### src/rtl/instruction_prefetch_pkg.sv
// Shared types and constants for the instruction prefetch unit.
package instruction_prefetch_pkg;

  localparam int ADDR_W  = 32;
  localparam int INSTR_W = 32;
  localparam int ENTRY_W = ADDR_W + INSTR_W;

  localparam logic [ADDR_W-1:0] PC_INCR          = 32'd4;
  localparam logic [ADDR_W-1:0] DEFAULT_RESET_PC = 32'h0000_0000;

  typedef enum logic [1:0] {
    IDLE    = 2'd0,
    REQ     = 2'd1,
    DISCARD = 2'd2
  } fetchState_t;

  function automatic logic [ADDR_W-1:0] alignPC(input logic [ADDR_W-1:0] pc);
    return {pc[ADDR_W-1:2], 2'b00};
  endfunction

endpackage

### src/rtl/instruction_prefetch_fifo.sv
// Prefetch queue: DEPTH entries of {PC, instruction}, head exposed combinationally from storage.
module prefetch_fifo
  import instruction_prefetch_pkg::*;
#(
  parameter int DEPTH = 4
) (
  input  logic                     clock,
  input  logic                     resetN,
  input  logic                     push,
  input  logic                     pop,
  input  logic                     flush,
  input  logic [ADDR_W-1:0]        pushPC,
  input  logic [INSTR_W-1:0]       pushInstr,
  output logic                     headValid,
  output logic [ADDR_W-1:0]        headPC,
  output logic [INSTR_W-1:0]       headInstr,
  output logic [$clog2(DEPTH):0]   count
);

  localparam int PW = $clog2(DEPTH);
  localparam int CW = PW + 1;

  logic [ENTRY_W-1:0] mem [DEPTH];
  logic [PW-1:0]      wrPtr;
  logic [PW-1:0]      rdPtr;
  logic               doPush;
  logic               doPop;

  assign doPush = push && (count != CW'(DEPTH));
  assign doPop  = pop && (count != '0);

  // Storage is reset so the head reads as zero until the first push.
  always_ff @(posedge clock or negedge resetN) begin
    if (!resetN) begin
      for (int i = 0; i < DEPTH; i++) mem[i] <= '0;
      wrPtr <= '0;
      rdPtr <= '0;
      count <= '0;
    end else if (flush) begin
      wrPtr <= '0;
      rdPtr <= '0;
      count <= '0;
    end else begin
      if (doPush) begin
        mem[wrPtr] <= {pushPC, pushInstr};
        wrPtr      <= wrPtr + PW'(1);
      end
      if (doPop) rdPtr <= rdPtr + PW'(1);
      count <= count + CW'(doPush) - CW'(doPop);
    end
  end

  assign headValid            = (count != '0);
  assign {headPC, headInstr}  = mem[rdPtr];

endmodule

### src/rtl/instruction_prefetch.sv
// Instruction prefetch: keeps a small queue of sequential instructions ahead of the
// Controller, one cache request in flight at a time, flushed and retargeted on redirect.
//
//   state   | meaning
//   --------+------------------------------------------------------------
//   IDLE    | no request outstanding; issue one when the queue has room
//   REQ     | request to memAddr outstanding, memReq high
//   DISCARD | request outstanding but redirected away; its data is dropped
module instruction_prefetch
  import instruction_prefetch_pkg::*;
#(
  parameter int                DEPTH    = 4,
  parameter logic [ADDR_W-1:0] RESET_PC = DEFAULT_RESET_PC
) (
  input  logic                   clock,
  input  logic                   resetN,
  output logic                   memReq,
  output logic [ADDR_W-1:0]      memAddr,
  input  logic                   memAck,
  input  logic [INSTR_W-1:0]     memData,
  input  logic                   redirect,
  input  logic [ADDR_W-1:0]      redirectPC,
  output logic                   instrValid,
  output logic [INSTR_W-1:0]     instruction,
  output logic [ADDR_W-1:0]      instrPC,
  input  logic                   instrReady,
  output logic [$clog2(DEPTH):0] count
);

  localparam int CW = $clog2(DEPTH) + 1;

  if (DEPTH < 2 || DEPTH > 16 || (DEPTH & (DEPTH - 1)) != 0) begin : g_depthCheck
    $error("instruction_prefetch: DEPTH must be a power of two in 2..16");
  end

  fetchState_t       state;
  logic [ADDR_W-1:0] fetchPC;
  logic              started;
  logic              push;
  logic              pop;
  logic [CW:0]       occAfter;
  logic              roomAfter;

  assign push = (state == REQ) && memAck && !redirect;
  assign pop  = instrValid && instrReady && !redirect;

  // Occupancy after this cycle's push and pop, widened so DEPTH itself fits.
  assign occAfter  = {1'b0, count} + (CW+1)'(1) - (CW+1)'(pop);
  assign roomAfter = occAfter < (CW+1)'(DEPTH);

  // started delays the first request by one idle cycle after reset release.
  always_ff @(posedge clock or negedge resetN) begin
    if (!resetN) begin
      state   <= IDLE;
      fetchPC <= RESET_PC;
      memReq  <= 1'b0;
      memAddr <= RESET_PC;
      started <= 1'b0;
    end else begin
      started <= 1'b1;
      case (state)
        IDLE: begin
          if (redirect) begin
            fetchPC <= alignPC(redirectPC);
          end else if (started && (count < CW'(DEPTH))) begin
            state   <= REQ;
            memReq  <= 1'b1;
            memAddr <= fetchPC;
          end
        end
        REQ: begin
          if (redirect) begin
            fetchPC <= alignPC(redirectPC);
            memReq  <= 1'b0;
            state   <= memAck ? IDLE : DISCARD;
          end else if (memAck) begin
            fetchPC <= fetchPC + PC_INCR;
            if (roomAfter) begin
              memAddr <= fetchPC + PC_INCR;
            end else begin
              state  <= IDLE;
              memReq <= 1'b0;
            end
          end
        end
        DISCARD: begin
          if (redirect) fetchPC <= alignPC(redirectPC);
          if (memAck) state <= IDLE;
        end
        default: begin
          state  <= IDLE;
          memReq <= 1'b0;
        end
      endcase
    end
  end

  prefetch_fifo #(.DEPTH(DEPTH)) u_fifo (
    .clock     (clock),
    .resetN    (resetN),
    .push      (push),
    .pop       (pop),
    .flush     (redirect),
    .pushPC    (fetchPC),
    .pushInstr (memData),
    .headValid (instrValid),
    .headPC    (instrPC),
    .headInstr (instruction),
    .count     (count)
  );

endmodule
### config.mk
export PLATFORM = sky130hd
export DESIGN_NAME = instruction_prefetch
export DESIGN_NICKNAME = d
export VERILOG_FILES = /design/src/rtl/instruction_prefetch_pkg.sv /design/src/rtl/instruction_prefetch_fifo.sv /design/src/rtl/instruction_prefetch.sv
export SDC_FILE = /design/constraint.sdc
export NUM_CORES = 1
export LEC_CHECK = 0
export ABC_AREA = 0
export CAP_MARGIN = 0
export CORE_MARGIN = 1.5
export CORE_UTILIZATION = 45
export DETAILED_ROUTE_END_ITERATION = 12
export PLACE_DENSITY_LB_ADDON = 0.1
export SYNTH_ARGS = -nofsm -noshare
export SYNTH_HDL_FRONTEND = slang
export SYNTH_HIERARCHICAL = 1
export SYNTH_SLANG_ARGS = --single-unit
### constraint.sdc
create_clock -name clock -period 4.1 [get_ports clock]
set_input_delay 1.025 -clock clock [delete_from_list [all_inputs] [get_ports clock]]
set_output_delay 1.025 -clock clock [all_outputs]
set_load 0.02 [all_outputs]
### Word level (Yosys, flattened, before mapping)

Cells that the tools add are included.

* output and inout bits: 101
* logic and storage cells: 96
* input port bits: 69
* register bits: 331

* equality and inequality tests: 12
* bitwise gates (word level): 4
* add/sub/neg operators: 7
* $lt $le $gt $ge: 5
* reduce and logical (&&, ||, !) cells: 21
* mux-type cells: 35

Operators by type and width (number)
* $bwmux 256: 1
* $mux 32: 8
* $mux 64: 3
* $bmux 64 s2: 1
* $demux 64 s2: 1
* $pmux 32 s2: 2
* $add 32x3->32 const B: 1
* $mux 2: 11
* $ne 2x2->1 const B: 6
* $reduce_and 5->1: 2
* $ne 3x3->1 const B: 3
* $logic_and 1x1->1: 8
* $reduce_bool 2->1: 4
* $ge 3x3->1 const B: 2
* $not 2->3: 2
* $pmux 2 s3: 1
* $reduce_and 6->1: 1
* $mux 1: 5
* $add 2x1->2 const B: 2
* $add 3x1->4 const B: 1
* $lt 4x3->1 const B: 1
* $sub 4x1->4: 1
* $add 3x1->3: 1
* $lt 3x1->1 const B: 1
* 14 further kinds: 15

### Depth between registers and ports, before layout

Gate-level depths: netlist of run 1.

* word-level depth: 9
* depth in mapped cells: 15
* gate-level depth less buffers: 12

### By module

The synthesis of run 1 kept the hierarchy.

Modules (own cells, without submodules)
* prefetch_fifo: area each 12729.7 µm², times used 1, cells an instance 663
* instruction_prefetch: area each 3829.9 µm², times used 1, cells an instance 456

### Worst setup path after synthesis of run 1

OpenSTA, ideal clock, no wires.

* path type: in2reg
* start: input redirect
* end: register u_fifo.count[2]
* arrival: 3.512 ns
* setup slack: 0.502 ns
* buffers on the path: 3
* data required time: 4.014 ns
* stages on the path: 15
* cells stage by stage: clkbuf_1 -> nand2b_1 -> clkbuf_1 -> clkbuf_1 -> nor3b_1 -> and2_1 -> inv_1 -> ha_1 -> inv_1 -> ha_1 -> inv_1 -> fa_1 -> xor2_1 -> and2_1 -> nor3_1

* cells in the longest elaborated chain, start to end: 6
* elaborated cells between the ends (all ways): 8
* those cells by class: add/sub (2); mux (1); reduce/logical (5)

RTL lines
* start: declaration: RTL line instruction_prefetch.sv:21 `input logic redirect,`
* $logic_not 1->1: RTL line instruction_prefetch.sv:44 `assign push = (state == REQ) && memAck && !redirect;`
* $logic_and 1x1->1: RTL line instruction_prefetch.sv:44
* named net push: RTL line instruction_prefetch.sv:39 `logic push;`
* $logic_and 1x1->1: RTL line instruction_prefetch_fifo.sv:29 `assign doPush = push && (count != CW'(DEPTH));`
* $add 3x1->3: RTL line instruction_prefetch_fifo.sv:49 `count <= count + CW'(doPush) - CW'(doPop);`
* $sub 3x1->3: RTL line instruction_prefetch_fifo.sv:49
* $mux 3: RTL line instruction_prefetch_fifo.sv:39 `end else if (flush) begin`
* end signal: assignment: RTL line instruction_prefetch_fifo.sv:49
* end: declaration: RTL line instruction_prefetch_fifo.sv:17 `output logic [$clog2(DEPTH):0] count`

The timed path passes the listed nets, and every way through them passes these cells.
A chain may end at the register's enable or synchronous reset.

### Worst setup path in the final report of run 1

* start: register u_fifo.rdPtr[0]
* end: output instrPC[19]

* cells in the longest elaborated chain, start to end: 4

RTL lines
* start: declaration: RTL line instruction_prefetch_fifo.sv:25 `logic [PW-1:0] rdPtr;`
* start signal: assignment: RTL line instruction_prefetch_fifo.sv:48 `if (doPop) rdPtr <= rdPtr + PW'(1);`
* $not 2->3 (not written as such): RTL line instruction_prefetch_fifo.sv:54 `assign {headPC, headInstr} = mem[rdPtr];`
* $bmux 64 s2: RTL line instruction_prefetch_fifo.sv:54
* $mux 64 (not written as such) (2 in series): RTL line instruction_prefetch_fifo.sv:54
* end: declaration: RTL line instruction_prefetch.sv:25 `output logic [ADDR_W-1:0] instrPC,`

Every way passes these cells. The select of a mux whose other input is x is not followed.

==> metrics, run 1 <==
CTS root buf=clkbuf_16; endpoints failing setup=0; Synth area leaders=dfrtp_1 (49%), mux2_4 (22%), mux4_2 (8.7%); final HPWL from detailed placement=25100 um; first-pass GRT wire length=63100 um; final worst setup slack=between 0.3 and 0.4 ns; Hold Crit Endpoint=u_fifo/mem[64]; Max Freq=approximately 0.27 GHz; initial core utilization=a little under half; Worst-path clk slew=about 0.050 ns; Max VDD drop=approximately 0.24 mV; remaining antenna violation count=0; sequential share of the synthesized area=49.4%; period utilization=roughly nine tenths; CTS tree=yes; Post-synth EDFFs=0; largest net degree at the start of global routing=just over 90; total wire length=approximately 40000 um; post-synth top area cell=dfrtp_1; hold path start=u_fifo/mem[64]; Yosys cell types=just under 70; Startpoint Class=flop; area fraction of the dominant cell type after synthesis=49.4%; Area Growth Syn to Fin=19.0%; vias in the first global route=between 10000 and 15000; Mapped Cells=1119; DIE WIDTH=slightly below 200 um; Max Slew Vio Count=0; flop-to-flop setup slack=roughly 1.2 ns; worst slew pin tran=between 1 and 1.5 ns; worst hold path type=reg2reg; DP Worst Slack=just over 0.4 ns; drt pass-1 iters=5; Core Region=around 36000 um2; Synth Area per Inst=~15 um2; Critical Path Sink Type=output port; die height=between 150 and 200 um; via count=approximately 9900; Hold Path Depth=1; total track usage=a little over a fifth; I/O pins=between 150 and 200; initial antenna violation count=0; fraction of layout cells with a size suffix above 1=around a third; Num CTS Buffers=38; Top FF cell, synth=dfrtp_1; residual DRC count=0; #FFs+latches synth=about 330; fin nets=around 1400; Max Root-Sink Buffers=3; worst rel slew slack=between 20% and 30%; max cap viols=0; clock skew=0.0170 ns; Worst Path Max Fanout=18; row count=70; CTS Hold Bufs=0; multi-input combinational cell area=7570 um2; fillers=about 3100; Final Hold Viols=0; IO buf count=approximately 170; P per Cell Area=approximately 490 nW/um2; CP Data Required Time=3.07 ns; Skew-Pair Late Insertion Delay=about 0.53 ns; htree depth=2; gpl congestion=~0.85; synth warn=6; setup_tns=0 ns; Lkg Pwr=about 8.4 nW; via density per instance=around 5.6; total global routing overflow=0; CP arrival=2.71 ns; wire per inst=approximately 22 um; R2R depth=12; asr flop ratio synth=between 90% and 100%; Die ar.=38000 um2; clk sinks=approximately 330; setup bufs post-CTS=0; diode count=0; critical path class=reg2out; R2R Path End=u_fifo/count[2]; status=completed; initial drt markers=slightly below 600; crit path time final=3.73 ns; FF/Latch Area=8190 um2; worst r2r src=state[0]; cts repair resizes=0; RSZ-0062 raised after global routing=no; synthesized area=between 15000 and 20000 um2
-- layout make-up --
cell class              count  share of cell area, %
clock buffers              58                   5.82
clock inverters             6                  0.299
inverters                  10                  0.191
multi-input cells         708                   38.4
flip-flops and latches    327                   41.6
well taps                 468                   2.97
repair buffers            199                   10.7
-- layout by cell type, fill, tap and decap left out, types with 17 or more instances in the layout --
cell type and instances:
dfrtp_1 325, mux2_4 240, clkdlybuf4s50_1 164, a21oi_1 71, mux4_2 64, nor2_1 62
clkbuf_16 39, nand2_1 37, xnor2_1 23, nor3_1 19, buf_4 18, o22ai_1 17
-- cell families after synthesis --
| kind of cell | synth area share [%] |
|---|---|
| DFF | 49.4 |
| muxes | 31.7 |
| and+or+nand+nor | 6.57 |
| AOI/OAI and AO/OA | 4.72 |
| buffers and inverters | 5.22 |
| xor gates and xnor gates | 1.69 |
| adders and majority gates | 0.650 |
| other | 0.0454 |
-- flip-flops by register name (all words and copies together), names as in the netlist --
signal and cells:
memAddr 30, u_fifo/mem 256, u_fifo/count 3, state 2, fetchPC 30, memReq 1, started 1, u_fifo/wrPtr 2
u_fifo/rdPtr 2
-- cells in the mapped netlist (2+ instances only) --
cell	number
buf_1	7
nor4_1	6
o21ai_0	12
a21oi_1	72
xor2_1	9
nand4_1	13
nor2b_1	6
buf_4	7
nor4_4	2
nand2b_1	2
buf_12	28
mux4_2	64
nand3_1	16
and3_1	9
a311oi_1	3
dfrtp_1	327
a2bb2oi_1	4
or3_1	5
o22ai_1	17
xnor2_1	23
clkbuf_1	25
ha_1	7
conb_1	2
nor2_1	62
buf_2	11
clkbuf_2	3
o311ai_0	2
a31oi_1	4
and4_1	3
and3_4	4
mux2_4	240
o2bb2ai_1	2
nor3b_1	3
o31ai_1	3
and2_1	4
inv_1	9
nor3_1	19
mux2_1	16
nand2_1	38
o41ai_1	2
-- critical path, stage by stage (launching register included) --
cell	delay [ns]
dfrtp_4	0.73
buf_12	0.27
mux4_2	0.52
clkdlybuf4s50_1	0.62
-- worst max path at each step --
stage                                 end            start  slack (ns)  depth (start not counted)
after detailed placement  u_fifo/count[2]         redirect        0.41                         13
after global placement    u_fifo/count[2]         redirect        0.41                         13
after global routing           instrPC[5]  u_fifo/rdPtr[0]        0.23                          3
after CTS                      instrPC[5]  u_fifo/rdPtr[0]        0.28                          3
final                         instrPC[19]  u_fifo/rdPtr[0]        0.37                          3
after floorplan           u_fifo/count[2]         redirect        0.50                         15
-- report_power, final --
group | internal (W) | switching [W] | total, W
registers | 0.00363 | 0.000377 | 0.00401
logic | 0.00131 | 0.00106 | 0.00237
clock network | 0.00198 | 0.00132 | 0.00330
total | 0.00692 | 0.00276 | 0.00968
-- stage by stage --
stage | power [W] | hold slack [ns] | utilization [%] | cell area (um2) | instances
floorplan | 0.00534 | 0.452 | - | 16600 | 1128
global placement | 0.00641 | 0.463 | 50.8 | 18500 | 1712
detailed placement | 0.00643 | 0.470 | 50.8 | 18500 | 1712
CTS | 0.00980 | 0.485 | 54.1 | 19700 | 1776
global route | 0.0101 | 0.504 | 54.1 | 19700 | 1776
finish | 0.00968 | 0.480 | 54.1 | 19700 | 1776
-- metal layers --
metal | routed length, um | GRT usage [%]
met1 | 19100 | 31.8
met2 | 18000 | 32.3
met3 | 2040 | 4.10
met4 | 753 | 5.11
met5 | 0 | 0
Note: power is estimated with default switching activity, not from simulation.
==> inputs of run 2 (changes only) <==
RECOVER_POWER = 25   (was default)
SYNTH_HIERARCHICAL = default   (was 1)
==> run 2 against run 1 <==
Net effect:
- the flow now finishes with violations (max-capacitance violations, max-slew violations)
- critical endpoint is now instrPC[3]
- final cell count fell by 3.2%
- synthesized cell count is 1.3% higher
- count of clock-buffer cells in the layout is 2 lower
- global-route usage is 0.71 points higher
- utilization rose by 2.0 points
- total power grew 25%
- setup slack improved by 0.20 ns
- hold slack improved by 0.0061 ns
- clock power barely moved
- sequential cell count shrank 8
==> metrics, run 2 <==
DIE WIDTH=186 um (-4.5%); post-layout util=56.0% (+2.0 points); grt peak-use layer=met2; R2R depth=5 (-7); cts repair resizes=0 (unchanged); Top FF cell, synth=dfrtp_1; met1 GRT Util=29.7% (-2.2 points); Hold Crit Endpoint=u_fifo.mem[110]; worst hold path type=reg2reg; setup bufs post-CTS=0 (unchanged); vias in the first global route=10200 (-1.3%); most common cell in the netlist=dfrtp_1; commonest non-fill, non-tap cell in the layout=dfrtp_1; initial drt markers=693 (+17%); CTS Hold Bufs=0 (unchanged); most frequent cells in the layout=dfrtp_1 (317), mux2_2 (228), clkdlybuf4s50_1 (162); Max Slew Vio Count=62 (+62); I/O pins=170 (unchanged); final HPWL from detailed placement=22800 um (-8.9%); row count=66 (-5.7%); flop-to-flop setup slack=1.19 ns (+0.03 ns); P per Cell Area=661 nW/um2 (+35%); drt pass-1 iters=5 (unchanged); area fraction of the dominant cell type after synthesis=53.0% (+3.6 points); Area Growth Syn to Fin=21.9%; RSZ-0062 raised after global routing=no; largest net degree at the start of global routing=77 (-17%); Synth area leaders=dfrtp_1 (53%), mux2_2 (17%), mux4_2 (9.3%); Top Registers=u_fifo.mem: 248 flops, fetchPC: 30 flops, memAddr: 30 flops; first-pass GRT wire length=58800 um (-6.9%); IO buf count=163 (-1.2%); Crit-path slowest cell=clkdlybuf4s50_1; Psw=0.00387 W (+40%); CP arrival=2.50 ns (-0.21 ns); htree depth=2 (unchanged); worst slew pin tran=1.71 ns (+0.652 ns); Sequential Power Share=37.4% (-4.0 points); status=complete, but fails checks; CP Data Required Time=3.07 ns (about the same); setup_tns=0 ns (unchanged); Synth Area per Inst=13.3 um2 (-10%); Mapped Cells=1134 (+1.3%); failing checks=max-capacitance violations, max-slew violations; sequential share of the synthesized area=53.0% (+3.6 points); Worst-path clk slew=0.06 ns (about the same); total track usage=22.1% (+0.71 points); Cell Int Power=0.00827 W (+19%); synthesized area=15100 um2 (-9.0%); commonest cells in the synthesized netlist=dfrtp_1 (319), mux2_2 (228), clkbuf_1 (93); CTS root buf=clkbuf_16; hold path start=u_fifo.mem[110]; synth warn=0 (-6); crit path time final=3.53 ns (-0.203 ns); Critical Path Max Stage Delay=0.61 ns (-0.12 ns); #FFs+latches synth=319 (-2.4%); Clk pwr share=27.1% (-7.0 points); Hold Path Depth=1 (unchanged); worst path cell trace=buf_12 -> mux4_2 -> clkdlybuf4s50_1; endpoints failing setup=0 (unchanged); Startpoint Class=flop; critical path class=reg2out; met2 GRT Util=35.5% (+3.3 points); residual DRC count=0 (unchanged); post-synth top area cell=dfrtp_1; initial antenna violation count=0 (unchanged); Post-synth EDFFs=0 (unchanged); period utilization=86.1% (-5.0 points); Worst Path Max Fanout=43 (+25); total wire length=36900 um (-7.3%); Max Freq=0.283 GHz (+5.8%); via count=9989 (+0.64%); Max Root-Sink Buffers=3 (unchanged); CTS tree=yes; max cap viols=1 (+1); clock skew=0.0130 ns (-0.00401 ns); Critical Path Sink Type=output port; Final Hold Viols=0 (unchanged); routing usage on met3=5.97% (+1.9 points); diode count=0 (unchanged); R2R Path End=u_fifo.mem[98]; total global routing overflow=0 (unchanged); Lkg Pwr=7.92 nW (-6.3%); wire per inst=21.5 um (-4.3%); Die ar.=34600 um2 (-8.9%); Core Region=32800 um2 (-10%); die height=186 um (-4.5%); switching share of power=31.9% (+3.4 points); fin nets=1327 (-2.5%); Max VDD drop=0.380 mV (+55%); fraction of layout cells with a size suffix above 1=30.5% (-1.1 points); Num CTS Buffers=37 (-2.6%); via density per instance=5.81 (+4.0%); worst r2r src=state[0]; gpl congestion=0.824 (-3.2%); initial core utilization=46.0% (+0.50 points); Skew-Pair Late Insertion Delay=0.51 ns (-0.02 ns); crit path from=u_fifo.rdPtr[0]; clk sinks=319 (-2.4%); max FFs per register=248 (-3.1%); asr flop ratio synth=100% (unchanged); remaining antenna violation count=0 (unchanged); Reg with most FFs=u_fifo.mem; Comb pwr share=35.5% (+11 points); Yosys cell types=62 (-8.8%); worst rel slew slack=-14.0% (-43 points)
-- run 2: worst max-delay path by stage --
stage / to / slack [ns] / cells past startpoint
final: instrPC[3] / 0.57 / 3
after global routing: instrPC[3] / 0.45 / 3
after CTS: instruction[23] / 0.52 / 3
after detailed placement: u_fifo.mem[98] / 0.32 / 6
after global placement: u_fifo.mem[98] / 0.32 / 6
after floorplan: instrPC[10] / 1.21 / 3
-- run 2: final cells by class --
type | count | area [um2]
inverters | 9 | 33.8
clock buffers | 56 | 1120
multi-input cells | 696 | 6670
fillers | 2735 | 14400
flip-flops and latches | 319 | 7990
repair buffers | 187 | 1890
clock inverters | 10 | 110
well taps | 442 | 553
-- run 2: worst max-delay path, delay by kind of cell, from the launching register on --
family / cells / cell delay [ns]
buffers and inverters: 2 / 0.96
DFF: 1 / 0.42
muxes: 1 / 0.58
-- run 2: power by group through the flow --
| stage | clock [W] | combinational [W] | sequential (W) |
|---|---|---|---|
| CTS | 0.00338 | 0.00438 | 0.00454 |
| global route | 0.00351 | 0.00462 | 0.00466 |
| global placement | 0 | 0.00432 | 0.00456 |
| detailed placement | 0 | 0.00437 | 0.00459 |
| floorplan | 0 | 0.00258 | 0.00447 |
| finish | 0.00329 | 0.00431 | 0.00454 |
-- run 2: cell families (layout without fill, tap and decap cells) --
logic type	after synthesis	count (layout)	synth area share, %
flops	319	319	53.0
mux	312	312	28.0
simple gates	222	222	8.08
compound gates	133	133	6.04
buf+inv	122	262	3.25
xor+xnor	16	16	0.930
fa+ha+maj	8	8	0.714
other cells	2	5	0.0498
-- run 2: stage by stage --
stage | hold WS, ns | total power [W] | setup WS, ns | area [um2] | instances
after detailed placement | 0.478 | 0.00896 | 0.325 | 17100 | 1653
final | 0.486 | 0.0121 | 0.571 | 18400 | 1719
after CTS | 0.479 | 0.0123 | 0.520 | 18400 | 1719
after global placement | 0.469 | 0.00889 | 0.322 | 17100 | 1653
after global routing | 0.504 | 0.0128 | 0.451 | 18400 | 1719
after floorplan | 0.459 | 0.00705 | 1.21 | 15100 | 1137
-- run 2: layer usage --
metal / vias to the layer above / routed length, um
met5: - / 0
met4: 0 / 726
met3: 58 / 2720
met2: 290 / 17600
met1: 5146 / 15900
li1: 4495 / -
